`src/rtl/bw_seq_multiplier.sv`:
```
// Row-serial Baugh-Wooley multiplier.
// One row of AND/NAND partial products is folded into a 2*WIDTH accumulator
// per clock. Signed (Baugh-Wooley) or unsigned mode is chosen per operation.
// Operands and results use valid/ready handshakes; all outputs are registered.
module bw_seq_multiplier #(
    parameter int WIDTH = 8
) (
    input  logic               clk_in,
    input  logic               rst_in,
    input  logic [WIDTH-1:0]   a_in,
    input  logic [WIDTH-1:0]   b_in,
    input  logic               tc_in,
    input  logic               valid_in,
    output logic               ready_out,
    output logic [2*WIDTH-1:0] p_out,
    output logic               valid_out,
    input  logic               ready_in
);

    localparam int PW = 2 * WIDTH;
    localparam int RW = $clog2(WIDTH);
    localparam logic [RW-1:0] LAST_ROW = RW'(WIDTH - 1);
    // Baugh-Wooley constant: +2^W + 2^(2W-1), wrapping mod 2^(2W).
    localparam logic [PW-1:0] CORR = (PW'(1) << WIDTH) | (PW'(1) << (PW - 1));

    typedef enum logic [1:0] {
        IDLE,
        RUN,
        DONE
    } state_t;

    state_t          state;
    logic [WIDTH-1:0] a_r;
    logic [WIDTH-1:0] b_r;
    logic             tc_r;
    logic [PW-1:0]    acc;
    logic [RW-1:0]    row;

    logic [WIDTH-1:0] pp_bits;
    logic [PW-1:0]    row_term;
    logic [PW-1:0]    corr_term;
    logic [PW-1:0]    acc_next;

    // Current row of BW cells plus the correction on the last row.
    always_comb begin
        // NOTE: every output of this block gets a value up front so no path leaves one unassigned (no latch).
        pp_bits   = a_r & {WIDTH{b_r[row]}};
        corr_term = '0;
        if (tc_r) begin
            if (row == LAST_ROW) begin
                // Sign row: NAND on the magnitude bits, AND on the sign bit.
                pp_bits   = pp_bits ^ {1'b0, {(WIDTH-1){1'b1}}};
                corr_term = CORR;
            end else begin
                // Ordinary row: NAND only on the sign column.
                pp_bits = pp_bits ^ {1'b1, {(WIDTH-1){1'b0}}};
            end
        end
        row_term = PW'(pp_bits) << row;
        acc_next = acc + row_term + corr_term;
    end

    // Operand capture on the accept edge; held unchanged for the whole operation.
    always_ff @(posedge clk_in) begin
        // NOTE: pure datapath registers, always loaded before use, so they carry no reset.
        if (state == IDLE && valid_in) begin
            a_r  <= a_in;
            b_r  <= b_in;
            tc_r <= tc_in;
        end
    end

    // Control FSM with registered handshake outputs and result.
    always_ff @(posedge clk_in or posedge rst_in) begin
        if (rst_in) begin
            state     <= IDLE;
            ready_out <= 1'b1;
            valid_out <= 1'b0;
            p_out     <= '0;
            acc       <= '0;
            row       <= '0;
        end else begin
            // NOTE: non-blocking assignments so every register samples pre-edge values.
            case (state)
                IDLE: begin
                    if (valid_in) begin
                        acc       <= '0;
                        row       <= '0;
                        ready_out <= 1'b0;
                        state     <= RUN;
                    end
                end
                RUN: begin
                    acc <= acc_next;
                    if (row == LAST_ROW) begin
                        row       <= '0;
                        p_out     <= acc_next;
                        valid_out <= 1'b1;
                        state     <= DONE;
                    end else begin
                        row <= row + RW'(1);
                    end
                end
                DONE: begin
                    // p_out is deliberately kept after the handshake.
                    if (ready_in) begin
                        valid_out <= 1'b0;
                        ready_out <= 1'b1;
                        state     <= IDLE;
                    end
                end
                default: begin
                    state <= IDLE;
                end
            endcase
        end
    end

endmodule

```
`config.mk`:
```
export PLATFORM = sky130hd
export DESIGN_NAME = bw_seq_multiplier
export DESIGN_NICKNAME = d
export VERILOG_FILES = /design/src/rtl/bw_seq_multiplier.sv
export SDC_FILE = /design/constraint.sdc
export NUM_CORES = 1
export LEC_CHECK = 0
export CAP_MARGIN = 10
export CORE_MARGIN = 1.5
export CORE_UTILIZATION = 55
export CTS_BUF_LIST = sky130_fd_sc_hd__clkbuf_4
export DETAILED_ROUTE_END_ITERATION = 10
export GPL_ROUTABILITY_DRIVEN = 0
export PLACE_DENSITY = 0.78
export SETUP_SLACK_MARGIN = 0.5
export SLEW_MARGIN = 0
export SYNTH_ARGS = -nofsm -noshare
export SYNTH_HDL_FRONTEND = slang
export SYNTH_SLANG_ARGS = --single-unit
```
`constraint.sdc`:
```
create_clock -name clk_in -period 8.89 [get_ports clk_in]
set_input_delay 2.2225 -clock clk_in [delete_from_list [all_inputs] [get_ports clk_in]]
set_output_delay 2.2225 -clock clk_in [all_outputs]
set_load 0.1 [all_outputs]
```
Word-level counts from Yosys, hierarchy flattened

Cells that the tools add are included.
W data, S select, Z words.

Register bits after elaboration: 56
Output and inout bits: 18
Word-level logic and storage cells: 54

Muxes and demuxes: 21
Reduce and logical (&&, ||, !) cells: 10
Bitwise operators: 3
$lt $le $gt $ge: 1
$add $sub $neg: 3
Equal/unequal tests: 6
Shift operators: 1

Operator list:

| cell                  | number |
|---|---|
| $mux W16              | 3 |
| $add A16 B16 Y16      | 2 |
| $pmux W16 S2          | 1 |
| $mux W8               | 2 |
| $shl A8 B3 Y16        | 1 |
| $reduce_and A3 Y1     | 3 |
| $and A8 B8 Y8         | 1 |
| $not A7 Y7            | 1 |
| $mux W2               | 3 |
| $mux W3               | 2 |
| $ne A2 B2 Y1 const B  | 3 |
| $pmux W2 S3           | 1 |
| $pmux W3 S2           | 1 |
| $reduce_bool A2 Y1    | 3 |
| $mux W1               | 5 |
| $lt A3 B4 Y1 const B  | 1 |
| $pmux W1 S2           | 2 |
| $reduce_and A2 Y1     | 2 |
| $add A3 B1 Y3 const B | 1 |
| $bmux W1 S3           | 1 |
| $eq A3 B3 Y1 const B  | 1 |
| $eq A2 B1 Y1 const B  | 1 |
| $eq A2 B2 Y1 const B  | 1 |
| $logic_not A2 Y1      | 1 |
| other kinds (2)       | 2 |

Longest topological paths before layout

Depth after elaboration: 10
Gate-level depth with buffers: 16

Least setup slack after synthesis

OpenSTA, ideal clock, no wires.

Path type: register to register
Start: register row[0]
End: register p_out[15]
Stages on the path, launching flop included: 15
Buffers on the path: 1
Setup slack: 4808 ps
Data required time: 8813 ps
Clock period less this slack: 4082 ps
Data arrival time: 4005 ps
Cell sequence: dfrtp_1 -> buf_6 -> mux4_2 -> mux2_4 -> and3_4 -> o21ai_2 -> mux2i_1 -> a21o_1 -> fa_1 -> ha_1 -> a211o_1 -> o2111ai_1 -> a41oi_1 -> xor3_1 -> o21ai_1

Longest elaborated chain between the ends: 9

RTL lines:

| what                                                      | RTL line | RTL |
|---|---|---|
| start: declaration                                        | 37       | `logic [RW-1:0] row;` |
| start signal: assignment                                  | 101      | `row <= row + RW'(1);` |
| $bmux W1 S3                                               | 47       | `pp_bits = a_r & {WIDTH{b_r[row]}};` |
| $mux W1 (not written as such)                             | 47       |  |
| $and A8 B8 Y8                                             | 47       |  |
| $not A7 Y7 (no line) / $not A1 Y1 (equally long branches) | n/a      |  |
| $mux W8                                                   | 50       | `if (row == LAST_ROW) begin` |
| $mux W8                                                   | 49       | `if (tc_r) begin` |
| $shl A8 B3 Y16                                            | 59       | `row_term = PW'(pp_bits) << row;` |
| $add A16 B16 Y16 (2 in a row)                             | 60       | `acc_next = acc + row_term + corr_term;` |
| end signal: assignment                                    | 97       | `p_out <= acc_next;` |
| end: declaration                                          | 15       | `output logic [2*WIDTH-1:0] p_out,` |

Parallel ways exist; a longest one is shown, timed or not. The select of a mux whose other input is x is not followed.
A chain may end at the register's enable or synchronous reset.

Worst setup path after layout

Same ends and word-level chain as after synthesis.

==> run summary <==
Status = completed
Root buffer cell = clkbuf_4
Crit end category = register
Worst Skew = 0.0169 ns
Library cells used by synthesis = 58
Rel. slew slack = 33.4%
Setup slack at placement = 4.03 ns
Critical path startpoint category = register
Crit share post-route = 56.1%
Die Span X = 82.6 µm
First-pass GRT wire length = 11,900 µm
HPWL after DPL = 5320 µm
Cell row count = 28
Final setup fails = 0
Sink Count = 56
Sequential area share after synthesis = 42.7%
CP Data Arrival Time = 5.30 ns
Post-synthesis mux area share = 6.75%
WHS = 0.500 ns
Worst Max-Slew Pin Slew = 0.999 ns
Yosys warnings = 0
Drt total wl = 7310 µm
Asr flop ratio synth = 69.6%
CTS clock-pin slew for the worst setup and hold paths = 0.17 ns
Tmin final = 4.98 ns
Via count = 2,691
Die Height = 82.6 µm
Io pins = 39
Via-to-Cell Ratio = 6.02
DRC = 0
Full die area = 0.00682 mm²
Fin worst setup slack = 3.91 ns
Fraction of layout cells with a size suffix above 1 = 7.80%
Top FF cell, synth = dfrtp_1
CP required = 9.20 ns
Commonest non-fill, non-tap cell in the layout = nand2_1
Post-CTS Hold Buffers = 0
Hold Fails Final Rpt = 0
Number of buffers created by CTS = 5
Worst skew pair latency = 0.39 ns
1st-iter DRT viols = 183
Pin count of the biggest net entering global routing = 40
Gr usage total = 23.0%
CTS tree = built
Router iterations before antenna repair = 8
Nets = 424
RSZ-0062 raised after global routing = no
Syn_area_per_cell = 10.3 µm²
Max Cap Viol = 0
Slew Viols, Final = 0
Antenna Cells = 0
Simple-gate share of the synthesized area = 11.2%
ANT nets after route = 0
Placed insts = 439
#FFs+latches synth = 56
Min-Delay Path Class = reg2reg
Final TNS setup = 0 ns
Vias in the first global route = 2,605
Post-synth EDFFs = 17
Synth Area in XOR/XNOR = 5.46%
Core box area = 0.00603 mm²
Total grt overflow = 0
Syn Inst Count = 339
Compound-Gate Fraction of Synth Area = 18.7%
Post-Synthesis Net Count = 392
Max H-tree Level = 2
Peak Freq = 201 MHz
CP max FO = 20
Commonest non-fill, non-tap cells in the layout = nand2_1, dfrtp_1, clkdlybuf4s50_1
Post-CTS resize count = 0
Fillers = 505
Port Buffer Count = 38
Area grow syn2layout = 13.5%
Antenna violations before repair = 0
Largest family of logic cells by synthesized area = compound AO/OA/AOI/OAI gates
Critical setup path kind = reg2reg
Post-Syn Area = 0.00348 mm²
Initial core utilization = 57.8%
Synth Area in Adders = 11.9%
Post-CTS Setup Bufs = 0
Post-route insts no fill = 447
Clock Tree Buf Depth = 2
DR WL/cell = 16.3 µm
final timing paths:
| path | endpoint | slack, ns | cells after the start | from |
|---|---|---|---|---|
| worst max-delay path | p_out[15] | 3.91 | 15 | row[0] |
| min in group asynchronous | p_out[5] | 2.24 | 3 | rst_in |
| worst max register to register | p_out[15] | 3.91 | 15 | row[0] |
| worst min-delay path | p_out[11] | 0.50 | 2 | p_out[11] |
| max in group asynchronous | ready_out | 6.29 | 3 | rst_in |
| worst min register to register | p_out[11] | 0.50 | 2 | p_out[11] |
cell usage after synthesis, drive strengths merged (2+ instances only):
master,instances,area [µm²]
a21o,5,37.5
a21oi,18,101
inv,12,45.0
nand2,44,165
clkbuf,11,41.3
a31oi,3,18.8
buf,3,23.8
nand3,11,55.1
nor2,14,52.6
xor2,7,61.3
and3,2,18.8
o21ai,43,219
edfxtp,17,510
mux2i,8,92.6
o21bai,2,15.0
and2b,2,17.5
o211ai,2,15.0
fa,2,40.0
a211oi,10,80.1
and2,3,18.8
nor3,5,25.0
ha,30,375
xnor2,12,105
dfrtp,38,951
mux2,4,48.8
mux4,4,93.8
o22ai,4,25.0
o31ai,7,71.3
sequential cells by signal, summed over array words and instances, names as in the netlist:
| name | cells |
|---|---|
| valid_out | 1 |
| acc | 16 |
| state | 2 |
| b_r | 8 |
| a_r | 8 |
| ready_out | 1 |
| tc_r | 1 |
| p_out | 16 |
| row | 3 |
cell families after synthesis:
| logic type | after synthesis |
|---|---|
| buf+inv | 27 |
| mux | 16 |
| compound gates | 102 |
| simple gates | 86 |
| flops | 56 |
| xor+xnor | 20 |
| fa+ha+maj | 32 |
critical path, cell delays in order, from the launching register on:
cell and delay (ns):
dfrtp_1 0.93, ha_1 0.27, ha_1 0.26, nand2_1 0.35, inv_2 0.30, a311oi_1 0.13, o22ai_1 0.24, nor2_1 0.07
ha_1 0.33, fa_1 0.49, a211oi_1 0.28, o21bai_1 0.17, o2111ai_1 0.33, a41oi_1 0.25, xor3_1 0.40, o21ai_1 0.12
stage by stage:
| step | cell area (µm²) | util, % |
|---|---|---|
| after CTS | 3960 | 65.7 |
| final | 3960 | 65.7 |
| after floorplan | 3480 | - |
| after global routing | 3960 | 65.7 |
| after global placement | 3900 | 64.7 |
| after detailed placement | 3900 | 64.7 |
layout make-up:
type	instances	area, µm²	share of cell area (%)
Inverter	13	50.0	1.27
Tap cell	75	93.8	2.37
Sequential cell	56	1490	37.6
Timing Repair Buffer	39	388	9.80
Clock buffer	5	37.5	0.949
Multi-Input combinational cell	256	1880	47.6
Clock inverter	3	17.5	0.443
layer usage:
layer | GRT usage, % | part of all wire [%]
met5 | 0 | 0
met4 | 7.50 | 2.0
met3 | 3.41 | 4.5
met2 | 39.4 | 50
met1 | 29.9 | 43
Power is not shown: default switching activity piles up to over one toggle a cycle in this logic, so the estimate is an artifact.
